==> config.mk <==
export PLATFORM = sky130hd
export DESIGN_NAME = mundo_match
export DESIGN_NICKNAME = d
export VERILOG_FILES = /design/src/rtl/mundo_pkg.sv /design/src/rtl/mundo_tabla.sv /design/src/rtl/mundo_match.sv
export SDC_FILE = /design/constraint.sdc
export NUM_CORES = 1
export LEC_CHECK = 0
export ABC_AREA = 1
export BUFFER_PORTS_ARGS = -buffer_cell sky130_fd_sc_hd__buf_2
export CORE_MARGIN = 3
export CORE_UTILIZATION = 50
export DETAILED_ROUTE_END_ITERATION = 10
export HOLD_SLACK_MARGIN = 0.03
export MAX_ROUTING_LAYER = met4
export PLACE_DENSITY = 0.68
export SYNTH_ARGS = -nofsm -noshare
export SYNTH_HDL_FRONTEND = slang
export SYNTH_SLANG_ARGS = --single-unit
==> constraint.sdc <==
create_clock -name clk -period 5.4 [get_ports clk]
set_input_delay 0 -clock clk [delete_from_list [all_inputs] [get_ports clk]]
set_output_delay 0 -clock clk [all_outputs]
set_load 0.01 [all_outputs]
==> src/rtl/mundo_pkg.sv <==
// Shared types and reset-time table contents for the world-select matcher.
package mundo_pkg;

    localparam int MUNDO_W        = 18;
    localparam int MUNDO_NPAT     = 4;
    // Largest table the init arrays below cover
    localparam int MUNDO_MAX_NPAT = 16;

    typedef enum logic [1:0] {
        IDLE   = 2'd0,
        COUNT  = 2'd1,
        LOCKED = 2'd2
    } mundo_st_t;

    // Init values are 32 bits wide and truncated to W by the table
    localparam logic [31:0] MUNDO_INIT_PAT [MUNDO_MAX_NPAT] = '{
        0: 32'h0002_15DB,
        1: 32'h0003_FFFF,
        default: 32'h0000_0000
    };

    localparam logic [31:0] MUNDO_INIT_MASK [MUNDO_MAX_NPAT] = '{
        0: 32'hFFFF_FFFF,
        1: 32'hFFFF_FFFF,
        default: 32'h0000_0000
    };

    localparam logic [MUNDO_MAX_NPAT-1:0] MUNDO_INIT_VLD = 16'h0003;

endpackage

==> src/rtl/mundo_tabla.sv <==
// Run-time writable pattern/mask table with a parallel per-entry compare.
module mundo_tabla
    import mundo_pkg::*;
#(
    parameter  int W    = MUNDO_W,
    parameter  int NPAT = MUNDO_NPAT,
    localparam int IW   = $clog2(NPAT)
) (
    input  logic            clk,
    input  logic            rst,
    input  logic [W-1:0]    i_din_q,
    input  logic            i_op_q,
    input  logic            i_wr_en,
    input  logic [IW-1:0]   i_wr_idx,
    input  logic [W-1:0]    i_wr_pat,
    input  logic [W-1:0]    i_wr_mask,
    input  logic            i_wr_vld,
    output logic [NPAT-1:0] o_m
);

    logic [W-1:0] r_pat  [NPAT];
    logic [W-1:0] r_mask [NPAT];
    logic         r_vld  [NPAT];

    generate
        for (genvar gi = 0; gi < NPAT; gi++) begin : g_entry
            // Entry storage: reloaded from the package on reset, overwritten by an addressed write
            always_ff @(posedge clk) begin
                if (rst) begin
                    r_pat[gi]  <= W'(MUNDO_INIT_PAT[gi]);
                    r_mask[gi] <= W'(MUNDO_INIT_MASK[gi]);
                    r_vld[gi]  <= MUNDO_INIT_VLD[gi];
                end else if (i_wr_en && (i_wr_idx == IW'(gi))) begin
                    r_pat[gi]  <= i_wr_pat;
                    r_mask[gi] <= i_wr_mask;
                    r_vld[gi]  <= i_wr_vld;
                end
            end

            // Masked compare; a set op_q forces every entry to no-match
            assign o_m[gi] = r_vld[gi] & ~i_op_q &
                             (((i_din_q ^ r_pat[gi]) & r_mask[gi]) == '0);
        end
    endgenerate

endmodule

==> src/rtl/mundo_match.sv <==
// Registered pattern detector: input register, table compare, priority
// encode and a hold/lock FSM producing a sticky Set with the matching index.
module mundo_match
    import mundo_pkg::*;
#(
    parameter  int W    = MUNDO_W,
    parameter  int NPAT = MUNDO_NPAT,
    parameter  int HOLD = 3,
    localparam int IW   = $clog2(NPAT)
) (
    input  logic          clk,
    input  logic          rst,
    input  logic          Op,
    input  logic [W-1:0]  Din,
    input  logic          Wr_en,
    input  logic [IW-1:0] Wr_idx,
    input  logic [W-1:0]  Wr_pat,
    input  logic [W-1:0]  Wr_mask,
    input  logic          Wr_vld,
    input  logic          Clr,
    output logic          Set,
    output logic [IW-1:0] Set_idx,
    output logic          Hit
);

    localparam logic [7:0] HOLD_CNT = 8'(HOLD);

    logic            r_op_q;
    logic [W-1:0]    r_din_q;
    logic [NPAT-1:0] w_m;
    logic            w_any;
    logic [IW-1:0]   w_cand;
    mundo_st_t       r_state;
    logic [7:0]      r_cnt;
    logic [IW-1:0]   r_cur;
    logic            r_set;
    logic [IW-1:0]   r_set_idx;
    logic            r_hit;

    // Input stage: detection is disabled out of reset until Op is sampled low
    always_ff @(posedge clk) begin
        if (rst) begin
            r_op_q  <= 1'b1;
            r_din_q <= '0;
        end else begin
            r_op_q  <= Op;
            r_din_q <= Din;
        end
    end

    mundo_tabla #(
        .W    (W),
        .NPAT (NPAT)
    ) u_tabla (
        .clk       (clk),
        .rst       (rst),
        .i_din_q   (r_din_q),
        .i_op_q    (r_op_q),
        .i_wr_en   (Wr_en),
        .i_wr_idx  (Wr_idx),
        .i_wr_pat  (Wr_pat),
        .i_wr_mask (Wr_mask),
        .i_wr_vld  (Wr_vld),
        .o_m       (w_m)
    );

    assign w_any = |w_m;

    // Fixed-priority encoder: scanning downwards leaves the lowest matching index
    always_comb begin
        w_cand = '0;
        for (int i = NPAT - 1; i >= 0; i--) begin
            if (w_m[i]) begin
                w_cand = IW'(i);
            end
        end
    end

    // Hold/lock FSM; Clr has priority over a same-cycle match in every state
    always_ff @(posedge clk) begin
        if (rst) begin
            r_state   <= IDLE;
            r_cnt     <= '0;
            r_cur     <= '0;
            r_set     <= 1'b0;
            r_set_idx <= '0;
            r_hit     <= 1'b0;
        end else begin
            r_hit <= 1'b0;
            case (r_state)
                IDLE: begin
                    if (!Clr && w_any) begin
                        if (HOLD == 1) begin
                            r_state   <= LOCKED;
                            r_set     <= 1'b1;
                            r_set_idx <= w_cand;
                            r_hit     <= 1'b1;
                        end else begin
                            r_state <= COUNT;
                            r_cur   <= w_cand;
                            r_cnt   <= 8'd1;
                        end
                    end
                end
                COUNT: begin
                    // Rewriting the entry being timed invalidates the run so far
                    if (Clr || !w_any || (Wr_en && (Wr_idx == r_cur))) begin
                        r_state <= IDLE;
                        r_cnt   <= '0;
                    end else if (w_cand != r_cur) begin
                        r_cur <= w_cand;
                        r_cnt <= 8'd1;
                    end else begin
                        r_cnt <= r_cnt + 8'd1;
                        if (r_cnt + 8'd1 == HOLD_CNT) begin
                            r_state   <= LOCKED;
                            r_set     <= 1'b1;
                            r_set_idx <= r_cur;
                            r_hit     <= 1'b1;
                        end
                    end
                end
                LOCKED: begin
                    // Result is frozen; table writes still land but do not disturb it
                    if (Clr) begin
                        r_state   <= IDLE;
                        r_cnt     <= '0;
                        r_set     <= 1'b0;
                        r_set_idx <= '0;
                    end
                end
                default: begin
                    r_state <= IDLE;
                    r_cnt   <= '0;
                end
            endcase
        end
    end

    assign Set     = r_set;
    assign Set_idx = r_set_idx;
    assign Hit     = r_hit;

endmodule

==> reports/qor.yml, run 1 <==
power:
  ir_drop_mv: 0.226
  power_mw: 3.22
  p_seq_share_pct: 51.7
  p_sw_uw: 792
  p_comb_share_pct: 9.8
  p_int_mw: 2.43
  p_leak_nw: 4.75
  powerDensity_nw_per_um2: 308
  power_frac_clock_pct: 38.5
  switching_share_pct: 24.6
finish:
  final_common_cell: "nand2_1"
  fillCellCount: 1469
  layout.nets: 1227
  fin_area_um2: 10500
  final_cell_mix: "nand2_1, nor2_1, inv_1"
  area_growth_pct: 20.3
  antennaDiodeCount: 0
  final_cells: 1396
  drive_gt1_share_pct: 10.4
  final_core_utilization_pct: 62.1
die:
  fp.dieW_um: 138
  rows: 47
  die_h_um: 138
  start_util_pct: 51.7
  core_area_um2: 16800
  die-area_um2: 19000
  ios: 66
grt:
  grt_overflow_total: 0
  top_usage_layer: "met2"
  use_met3_pct: 4.57
  grt_pass1_wl_um: 33400
  antenna_found_initial: 0
  grt_pass1_vias: 6692
  grtUsageMet2_pct: 40.7
  gr-usage-all-layers_pct: 24.0
  grt_util_met1_pct: 30.3
  grt_max_degree: 38
placement:
  dp_cells: 1307
  portBuffers: 65
  dpl.hpwl_um: 14200
  pre_cts_ws_ns: 3.02
  placed_area_um2: 9290
  gp_congestion: 0.905
critical_path:
  cp-end-kind: "flop"
  crit_arrival_ns: 2.61
  critPathLaunchType: "flop"
  crit_chain: "or2_1, nand3_1, nand2_1, nor2_1, nand2_1, nor2_1, nor2_1, nand2_2, nand3_1, nand2_1, inv_1, o21ai_0, a21oi_1"
  crit_fanout: 12
  critPathRequiredTime_ns: 5.72
  cp_slowest_stage_delay_ns: 0.37
  cp_slowest_cell: "dfxtp_1"
  worstSetupPathType: "reg -> reg"
synthesis:
  synth_cells: 1034
  synth_area_um2: 8690
  syn_nets: 1098
  synth_warnings: 0
  synth_ff_type: "edfxtp_1"
  synth_edf_count: 148
  ys_ff_latch: 183
  synth.distinct_cells: 35
  syn_avg_cell_area_um2: 8.40
  synth_seq_area_share_pct: 59.2
  synth_async_sr_flop_share_pct: 0
timing:
  setup_viol: 0
  relSlewSlack_pct: 32.0
  fmax_mhz: 438
  tightest_slew_ns: 1.02
  rsz0062_at_grt: "no"
  period_share_pct: 42.3
  drv_slew: 0
  setup_tns_ns: 0
  holdWs_ns: 0.0992
  layout_setup_ws_ns: 3.12
  min_period_ns: 2.28
  hold_viol_final: 0
  fin_skew_ns: 0.00996
clocking:
  cts_buffers: 17
  clk_pin_slew_ns: 0.07
  cts_setup_buffers: 0
  clk_path_buf_depth: 2
  clk_latency_ns: 0.43
  cts_resized: 0
  cts_tree: "done"
  htreeDepth: 4
  cts_sinks: 183
  cts_root_buf: "clkbuf_16"
drt:
  vias: 6909
  vias_per_cell: 4.95
  drtIter0Drc: 486
  drcViolationCount: 0
  antenna_left: 0
  firstDrtPassIters: 5
  routed_wirelength_um: 20600
  wl_per_cell_um: 14.8
job:
  drv_cap: 0
hold_path:
  hold_path_class: "in -> reg"
outcome:
  status: "complete, no violations"
## cells in the mapped netlist (2+ instances only)
master    number  area share, %
or2_1          7           0.50
nand3b_1       3           0.26
nor2_1       184            7.9
xnor2_1        2           0.20
inv_2          3           0.13
inv_1        180            7.8
buf_1          2          0.086
nand3_1       98            5.6
edfxtp_1     148             51
nor3_1         4           0.23
a21oi_1       12           0.69
nand2_2        3           0.22
nand4_1        8           0.58
o21ai_0       11           0.63
nand2_1      296             13
dfxtp_1       35            8.1
xor2_1         5           0.50
ha_1           2           0.29
nor2_4         2           0.26
clkbuf_1      13           0.56
or2_0          2           0.14
## per-layer routing
layer / vias up / routed length, um
li1: 3485 / -
met1: 3209 / 8780
met2: 195 / 10300
met3: 20 / 1310
met4: 0 / 244
met5: - / 0
## worst max-delay path: cells and delay by family, from the launching register on
family          cells  cell delay [ns]
simple gates       10             1.38
compound gates      2             0.22
flops               1             0.37
buf+inv             1             0.19
## registers in the layout (all words and copies together), names as in the netlist
register / count
Hit: 1
Set: 1
Set_idx: 2
r_cnt: 8
r_cur: 2
r_din_q: 18
r_op_q: 1
r_state: 2
u_tabla.r_mask: 72
u_tabla.r_pat: 72
u_tabla.r_vld: 4
## worst paths after layout
kind | depth (start not counted) | slack (ns) | endpoint | start
worst min register to register | 2 | 0.49 | Set_idx[1] | Set_idx[1]
worst max register to register | 13 | 3.12 | r_state[1] | r_din_q[14]
worst max-delay path | 13 | 3.12 | r_state[1] | r_din_q[14]
worst min-delay path | 2 | 0.1 | r_din_q[8] | rst
## cells by family after synthesis
logic type	count (synthesis)	synth area share (%)
AO/OA/AOI/OAI	26	1.58
XOR/XNOR	7	0.706
adder cells (fa/ha/maj)	2	0.288
buffers and inverters	201	8.83
flip-flops	183	59.2
AND/OR/NAND/NOR	615	29.4
## power groups by stage
| stage | Combinational (mW) | Sequential (mW) | Clock (mW) |
|---|---|---|---|
| finish | 0.317 | 1.66 | 1.24 |
| global route | 0.358 | 1.68 | 1.31 |
| CTS | 0.317 | 1.66 | 1.24 |
| detailed placement | 0.284 | 1.69 | 0 |
| global placement | 0.279 | 1.69 | 0 |
| floorplan | 0.183 | 1.68 | 0 |
## area by class of cell
type                    instances  area (um2)  area share (%)
clock inverters                10         108            1.03
well taps                     220         275            2.63
clock buffers                  22         484            4.63
repair buffers                128         941            9.00
inverters                     183         687            6.57
flip-flops and latches        183        5140            49.2
multi-input cells             650        2810            26.9
## what timing repair did
action / 4_1_cts / 5_1_grt
endpoints found under the setup margin: 0 / 0
hold buffers: 57 / 0
hold endpoints to repair: 168 / 0
No activity file was read; power rests on OpenSTA's default activity.
==> run 2, diff against run 1 <==
- clock period: 5.4 -> 2.4 ns (I/O delays scaled with it)
==> reports/qor.yml, run 2 (same netlist as run 1, synthesis figures left out) <==
outcome:
  status: "complete, no violations"
grt:
  grt_pass1_wl_um: 33300
  grt_overflow_total: 0
  gr-usage-all-layers_pct: 24.1
  grt_pass1_vias: 6585
  grt_max_degree: 38
  antenna_found_initial: 0
die:
  fp.dieW_um: 138
  start_util_pct: 51.7
  ios: 66
  die_h_um: 138
  rows: 47
  die-area_um2: 19000
  core_area_um2: 16800
clocking:
  cts_sinks: 183
  cts_tree: "done"
  htreeDepth: 4
  clk_latency_ns: 0.44
  clk_path_buf_depth: 2
  cts_root_buf: "clkbuf_16"
  clk_pin_slew_ns: 0.07
  cts_buffers: 17
drt:
  top_layer: "met4"
  wl_met2_um: 10200
  antenna_left: 0
  wl_met1_um: 9320
  drcViolationCount: 0
  route.met3.wl_um: 1030
  vias_per_cell: 4.90
  drtIter0Drc: 504
  vias: 6877
  wl_per_cell_um: 14.9
  firstDrtPassIters: 7
  routed_wirelength_um: 20900
timing:
  setup_viol: 0
  min_period_ns: 2.13
  hold_viol_final: 0
  relSlewSlack_pct: 58.3
  rsz0062_at_grt: "no"
  setup_tns_ns: 0
  drv_slew: 0
  period_share_pct: 88.9
  fmax_mhz: 469
  fin_skew_ns: 0.00890
  holdWs_ns: 0.118
  tightest_slew_ns: 0.625
placement:
  portBuffers: 65
  gp_congestion: 0.890
  dpl.hpwl_um: 14500
finish:
  area_growth_pct: 21.3
  largestRegisters: "u_tabla.r_mask (72), u_tabla.r_pat (72), r_din_q (18)"
  final_cell_mix: "nand2_1, nor2_1, inv_1"
  final_common_cell: "nand2_1"
  fillCellCount: 1436
  layout.nets: 1235
  final_core_utilization_pct: 62.7
  drive_gt1_share_pct: 11.1
  antennaDiodeCount: 0
critical_path:
  critPathRequiredTime_ns: 2.71
  cp-end-kind: "flop"
  crit_fanout: 4
  crit_arrival_ns: 2.45
  worstSetupPathType: "reg -> reg"
  critPathLaunchType: "flop"
power:
  ir_drop_mv: 0.535
  p_leak_nw: 4.79
  powerDensity_nw_per_um2: 687
hold_path:
  hold_path_class: "in -> reg"
job:
  drv_cap: 0
run 2: worst max-delay path: stages (launching register included):
cell	delay, ns
dfxtp_1	0.40
ha_1	0.21
nand3_1	0.14
nor3_1	0.19
xnor2_1	0.17
nand2_1	0.07
nor2_1	0.14
nand3_1	0.12
nand2_1	0.08
inv_1	0.05
nor2_2	0.15
nand3_1	0.14
nand3_1	0.09
a21oi_1	0.06
run 2: final timing paths:
path / startpoint / endpoint / slack, ns / cells after the start
max: r_cnt[1] / Set_idx[1] / 0.27 / 13
min: Wr_idx[1] / u_tabla.r_mask[0][7] / 0.12 / 5
max reg2reg: r_cnt[1] / Set_idx[1] / 0.27 / 13
min reg2reg: Set_idx[0] / Set_idx[0] / 0.48 / 2
run 2: routing by layer:
| metal | track usage [%] | vias up |
|---|---|---|
| met5 | - | - |
| met4 | 7.14 | 0 |
| met3 | 4.86 | 21 |
| met2 | 38.7 | 162 |
| met1 | 31.2 | 3187 |
| li1 | - | 3507 |
run 2: metrics by stage:
step | worst slack, ns | instances | area, um2 | total power [mW]
floorplan | -0.801 | 1034 | 8690 | 4.20
global placement | 0.186 | 1313 | 9350 | 4.45
detailed placement | 0.159 | 1313 | 9350 | 4.47
CTS | 0.147 | 1404 | 10500 | 7.29
global route | 0.0106 | 1404 | 10500 | 7.52
finish | 0.266 | 1404 | 10500 | 7.24
run 2: final cells by class:
class,instances,area (um2),share of cell area [%]
Clock buffer,17,425,4.04
Multi-Input combinational cell,650,2820,26.7
Inverter,183,687,6.52
Sequential cell,183,5150,48.8
Timing Repair Buffer,136,1020,9.66
Tap cell,220,275,2.61
Clock inverter,15,171,1.63
run 2: repair_timing:
item	in CTS	in global routing
hold buffers	59	0
resized for setup	0	3
endpoints found under the hold margin	173	0
buffers inserted	0	0
endpoints found under the setup margin	0	9
run 2: power by group:
part	switching, mW	total, mW	internal, mW	leakage (nW)
registers	0.104	3.75	3.64	1.74
logic	0.461	0.729	0.268	2.75
clock network	1.29	2.77	1.48	0.288
